--- src/rtl/register_file.sv ---
// 16x16 register file: one synchronous write port, two combinational read ports, r0 reads zero.
// Optional write-to-read forwarding is enabled by defining REG_BYPASS_EN.
module register_file (
  input  logic        CLK,
  input  logic        RST_N,
  input  logic [15:0] writeData,
  input  logic [3:0]  writeReg,
  input  logic [3:0]  read1,
  output logic [15:0] regOutA,
  input  logic [3:0]  read2,
  output logic [15:0] regOutB
);

  localparam int unsigned DataWidth = 16;
  localparam int unsigned AddrWidth = 4;
  localparam int unsigned NumRegs   = 16;

  // Entry 0 is cleared by reset and never written, so it always reads zero.
  logic [NumRegs-1:0][DataWidth-1:0] regs;

  always_ff @(posedge CLK or negedge RST_N) begin
    if (!RST_N) begin
      regs <= '0;
    end else begin
      for (int unsigned i = 1; i < NumRegs; i++) begin
        if (writeReg == AddrWidth'(i)) begin
          regs[i] <= writeData;
        end
      end
    end
  end

  logic [DataWidth-1:0] storedA;
  logic [DataWidth-1:0] storedB;

  always_comb begin
    storedA = '0;
    storedB = '0;
    if (read1 != '0) storedA = regs[read1];
    if (read2 != '0) storedB = regs[read2];
  end

`ifdef REG_BYPASS_EN
  // Forward the in-flight write to a port that addresses the same nonzero register.
  logic fwdA;
  logic fwdB;

  always_comb begin
    fwdA    = RST_N && (writeReg != '0) && (read1 == writeReg);
    fwdB    = RST_N && (writeReg != '0) && (read2 == writeReg);
    regOutA = fwdA ? writeData : storedA;
    regOutB = fwdB ? writeData : storedB;
  end
`else
  always_comb begin
    regOutA = storedA;
    regOutB = storedB;
  end
`endif

endmodule

--- config.mk ---
export PLATFORM = sky130hd
export DESIGN_NAME = register_file
export DESIGN_NICKNAME = d
export VERILOG_FILES = /design/src/rtl/register_file.sv
export SDC_FILE = /design/constraint.sdc
export NUM_CORES = 1
export LEC_CHECK = 0
export BUFFER_PORTS_ARGS = -buffer_cell sky130_fd_sc_hd__buf_2
export CORE_ASPECT_RATIO = 0.7
export CORE_UTILIZATION = 55
export DETAILED_ROUTE_END_ITERATION = 12
export HOLD_SLACK_MARGIN = 0.02
export PLACE_DENSITY_LB_ADDON = 0.05
export SETUP_SLACK_MARGIN = 0.1
export SLEW_MARGIN = 10
export SYNTH_ARGS = -nofsm -noshare
export SYNTH_HDL_FRONTEND = slang
export SYNTH_SLANG_ARGS = --single-unit
--- constraint.sdc ---
create_clock -name CLK -period 1.6 [get_ports CLK]
set_input_delay 0 -clock CLK [delete_from_list [all_inputs] [get_ports CLK]]
set_output_delay 0 -clock CLK [all_outputs]
set_load 0.01 [all_outputs]
Yosys cells after proc, flatten, opt, wreduce, memory -nomap -nowiden

Index checks and enable logic that the tools add are counted.

Register bits after elaboration: 240
Latch bits: 0
RAM bits: 0
Bits in read-only memories: 0
Output and inout bits: 32
Memories: 0

$add $sub $neg: 0
$mul: 0
Div/mod/pow operators: 0
Magnitude comparators: 2
Equal/unequal tests: 15
Shifts and indexed selects: 0
Muxes and demuxes: 6
Bitwise operators: 0
Reductions and logical operators: 2

Operator list:

| cell                 | number |
|---|---|
| $bmux W16 S4         | 2 |
| $mux W16             | 4 |
| $eq A4 B4 Y1 const B | 8 |
| $eq A4 B3 Y1 const B | 4 |
| $lt A4 B5 Y1 const B | 2 |
| $eq A4 B2 Y1 const B | 2 |
| $reduce_bool A4 Y1   | 2 |
| $eq A4 B1 Y1 const B | 1 |

Longest topological paths before layout

Depth after elaboration: 3
Gate-level depth with buffers: 8
Depth with buffers taken out: 4

Worst setup path after synthesis

OpenSTA, ideal clock, no wires.

Path kind: input -> register
Start point: input port writeReg[0]
End point: register regs[46] (netlist name)
Arrival: 1.163 ns
Required time: 1.475 ns
Setup slack: 0.313 ns
Stages on the path: 5
Path buffers: 2
Path through: buf_6 > nand2b_4 > nor3_2 > buf_4 > mux2_2

Word-level cells in the longest chain between the ends: 1

Ends and longest elaborated chain:

| what                            | line | source |
|---|---|---|
| from (decl)                     | 7    | `input logic [3:0] writeReg,` |
| $eq A4 B2 Y1                    | 26   | `if (writeReg == AddrWidth'(i)) begin` |
| to (signal, indexed assignment) | 27   | `regs[i] <= writeData;` |
| to (decl)                       | 19   | `logic [NumRegs-1:0][DataWidth-1:0] regs;` |

Every way passes these cells.
A chain may end at the register's enable or synchronous reset.

Worst setup path in the final report

Start point: register regs[127] (netlist name)
End point: output port regOutA[15]

Word-level cells in the longest chain between the ends: 3

Ends and longest elaborated chain:

| what                           | line | source |
|---|---|---|
| $bmux W16 S4                   | 39   | `if (read1 != '0) storedA = regs[read1];` |
| $mux W16 (implied by the code) | 39   |  |
| $mux W16                       | 39   |  |
| to (decl)                      | 9    | `output logic [15:0] regOutA,` |

Every way passes these cells. The select of a mux whose other input is x is not followed.

==> impl_summary.log <==
[metrics] number of unique standard cell types used by synthesis: 34
[metrics] flops & latches, synth: 240
[metrics] via/cell ratio: 6.563
[metrics] Worst R2R Path Depth: 3
[metrics] total number of vias: 9,517
[metrics] remaining number of nets flagged by the antenna check after routing: 0
[metrics] # rows: 47
[metrics] worst setup skew after layout: 0 ns
[metrics] maximum ir drop on the vdd rail: 0.8826 mV
[metrics] quantity of I/O buffers inserted on ports: 61
[metrics] deepest clock path buffer count: 3
[metrics] Filler cells: 1,692
[metrics] antenna diode count: 0
[metrics] Reg with most FFs: regs
[metrics] Starting DRT DRC Count: 737
[metrics] kind of path behind the tightest hold check: primary input to flop
[metrics] fraction of the cycle the final worst path needs: 128.5%
[metrics] buffer type at the clock tree root: sky130_fd_sc_hd__clkbuf_16
[metrics] global-route usage over all layers: 33.07%
[metrics] leakage dissipation: 7.027 nW
[metrics] leftover overflow at the end of global routing: 0
[metrics] die width: 189.2 microns
[metrics] proportion of synthesized chip area in sequential cells: 44.49%
[metrics] Design Area, Final: 16,320 sq um
[metrics] Least-Margin Pin Slew: 0.9666 ns
[metrics] kind of critical path: flop to primary output
[metrics] RSZ-0062 raised after global routing: true
[metrics] area added between synthesis and finish: 20.88%
[metrics] final hold viol count: 0
[metrics] clock transition at the registers of the reported paths: 0.06 ns
[metrics] synthesis warning total: 16
[metrics] share of the synthesized area in the top cell type: 44.49%
[metrics] DIE HEIGHT: 133.1 microns
[metrics] share of layout cells above drive strength 1: 56.98%
[metrics] violated checks: setup timing
[metrics] Residual DRC: 0
[metrics] dpl hpwl: 26,150 microns
[metrics] CTS tree: yes
[metrics] largest registers: regs x240
[metrics] Peak Freq: 486.4 MHz
[metrics] wire length of the first global-routing pass: 62,280 microns
[metrics] minimum clock period: 2.056 ns
[metrics] flip-flop count of the largest register, all copies and words added: 240
[metrics] most frequent cells in the layout: sky130_fd_sc_hd__mux2_2 (278), sky130_fd_sc_hd__dfrtp_1 (240), sky130_fd_sc_hd__buf_4 (88)
[metrics] TritonCTS Buffers: 25
[metrics] Mean Syn Cell Area: 13.77 sq um
[metrics] status: finished with violations
[metrics] Mapped Area: 13,500 sq um
[metrics] area leader, netlist: sky130_fd_sc_hd__dfrtp_1
[metrics] Pwr Total: 19.79 mW
[metrics] CTS sink count: 240
[metrics] signal arrival time at the worst endpoint: 2.06 ns
[metrics] Slew Limit Fails: 0
[metrics] die footprint: 25,180 sq um
[metrics] pin count of the biggest net entering global routing: 58
[metrics] Post-Route WL: 40,420 microns
[metrics] average detailed-routed wire length per instance: 27.88 microns
[metrics] final setup violation count: 32
[metrics] power per standard cell area: 1213 nW/um^2
[metrics] number of placed I/O pins: 62
[metrics] crit start category: flop
[metrics] Worst Path Required: 1.60 ns
[metrics] crit end category: primary output
[metrics] Max-slew headroom: 35.49%
[metrics] Core Area: 23,880 sq um
[metrics] H-tree Lvls: 1
[metrics] number of instances in the synthesized netlist: 980
[metrics] global placement routability congestion: 0.8617
[metrics] worst path setup slack after routing: -0.4559 ns
[metrics] vias in the first global route: 10,020
[metrics] number of detailed-routing iterations run before antenna repair: 5
[metrics] commonest non-fill, non-tap cell in the layout: sky130_fd_sc_hd__mux2_2
[metrics] max-capacitance violation count: 0
[metrics] number of nets in the synthesized netlist: 1,010
[metrics] post-placement cell area: 14,720 sq um
[metrics] highest fanout seen on the critical path: 2
[metrics] antenna violations before repair: 0
[metrics] count of nets after finishing: 1,145
[metrics] top post-synthesis cells by area: sky130_fd_sc_hd__dfrtp_1 (44%), sky130_fd_sc_hd__mux2_2 (24%), sky130_fd_sc_hd__mux4_2 (11%), sky130_fd_sc_hd__mux2i_1 (3.7%), sky130_fd_sc_hd__buf_6 (1.5%)
[metrics] Starting Density: 56.53%
[metrics] hold path cells: 4
[metrics] clock insertion delay at the later pin of the skew report: 0.52 ns
[per-stage QoR]
stage | setup WS, ns | setup TNS (ns) | hold slack, ns | util, % | instances
floorplan | 0.3126 | 0 | -0.2956 | - | 980
global placement | -0.2093 | -2.559 | -0.06688 | 61.63 | 1355
detailed placement | -0.2338 | -2.858 | -0.05654 | 61.63 | 1355
CTS | -0.4691 | -11.16 | 0.1037 | 67.33 | 1444
global route | -0.4715 | -12.41 | 0.1193 | 68.34 | 1450
finish | -0.4559 | -10.97 | 0.1194 | 68.34 | 1450
[synth_stat cells]
master,instances
sky130_fd_sc_hd__nand4_1,1
sky130_fd_sc_hd__buf_1,1
sky130_fd_sc_hd__buf_6,18
sky130_fd_sc_hd__and3b_1,21
sky130_fd_sc_hd__nand3_1,21
sky130_fd_sc_hd__o22ai_1,2
sky130_fd_sc_hd__buf_4,12
sky130_fd_sc_hd__a2111oi_0,2
sky130_fd_sc_hd__mux2_4,4
sky130_fd_sc_hd__nor2_1,5
sky130_fd_sc_hd__mux2_2,282
sky130_fd_sc_hd__or2_2,4
sky130_fd_sc_hd__mux2_1,2
sky130_fd_sc_hd__a21oi_1,23
sky130_fd_sc_hd__a221o_1,9
sky130_fd_sc_hd__buf_2,26
sky130_fd_sc_hd__dfrtp_1,240
sky130_fd_sc_hd__nor2b_1,14
sky130_fd_sc_hd__nor3_2,6
sky130_fd_sc_hd__o221ai_1,9
sky130_fd_sc_hd__clkbuf_1,30
sky130_fd_sc_hd__mux4_2,64
sky130_fd_sc_hd__nand2b_1,4
sky130_fd_sc_hd__a211o_1,21
sky130_fd_sc_hd__o211ai_1,21
sky130_fd_sc_hd__buf_8,3
sky130_fd_sc_hd__nand2_1,44
sky130_fd_sc_hd__a221oi_1,18
sky130_fd_sc_hd__inv_1,2
sky130_fd_sc_hd__mux2i_1,50
sky130_fd_sc_hd__nand2b_4,4
sky130_fd_sc_hd__nor2_2,5
sky130_fd_sc_hd__a221oi_2,3
sky130_fd_sc_hd__a22o_1,9
[final timing paths]
check / start / to / slack [ns]
max in group asynchronous: RST_N / regs[79] / 0.43
max: regs[127] / regOutA[15] / -0.46
min: writeReg[3] / regs[38] / 0.12
max reg2reg: regs[55] / regs[55] / 0.57
min in group asynchronous: RST_N / regs[17] / 0.51
min reg2reg: regs[63] / regs[63] / 0.53
[kinds of logic (layout without fill, tap and decap cells)]
family                 Yosys count  count (layout)  share of synthesized area, %
buffers and inverters           92             244                         4.384
multiplexers                   402             402                         38.52
AND/OR/NAND/NOR                129             129                         5.654
flip-flops                     240             240                         44.49
AO/OA/AOI/OAI                  117             117                         6.943
[report_power, final]
part / internal [mW] / total, mW / switching (mW)
combinational: 3.12 / 5.41 / 2.29
sequential: 7.42 / 8.44 / 1.02
clock: 3.50 / 5.95 / 2.44
[metal layers]
layer | global-route usage [%] | vias to the layer above | wire length (microns)
met5 | 0 | - | 0
met4 | 10.04 | 0 | 1190
met3 | 5.385 | 83 | 2613
met2 | 50.10 | 343 | 18430
met1 | 49.07 | 5049 | 18190
li1 | - | 4042 | -
[what timing repair did]
| action | 4_1_cts | 5_1_grt |
|---|---|---|
| endpoints found under the hold margin | 480 | 0 |
| gates resized for setup | 32 | 42 |
| pin swaps | 66 | 21 |
| hold buffers | 18 | 0 |
| buffers inserted | 27 | 7 |
| endpoints found under the setup margin | 32 | 32 |
[cell type report]
| cell class | instances | area [sq um] | area share (%) |
|---|---|---|---|
| Clock buffer | 36 | 737.0 | 4.517 |
| Clock inverter | 8 | 92.59 | 0.5674 |
| Inverter | 2 | 7.507 | 0.04601 |
| Multi-Input combinational cell | 648 | 7234 | 44.34 |
| Sequential cell | 240 | 6006 | 36.81 |
| Tap cell | 318 | 397.9 | 2.438 |
| Timing Repair Buffer | 198 | 1842 | 11.29 |
[critical path: stages (launching register included)]
cell and delay [ns]:
sky130_fd_sc_hd__dfrtp_1 0.38, sky130_fd_sc_hd__mux4_2 0.50, sky130_fd_sc_hd__nand2_1 0.08, sky130_fd_sc_hd__nand2_1 0.05, sky130_fd_sc_hd__a221o_1 0.35, sky130_fd_sc_hd__buf_2 0.16
No activity file was read; power rests on OpenSTA's default activity.
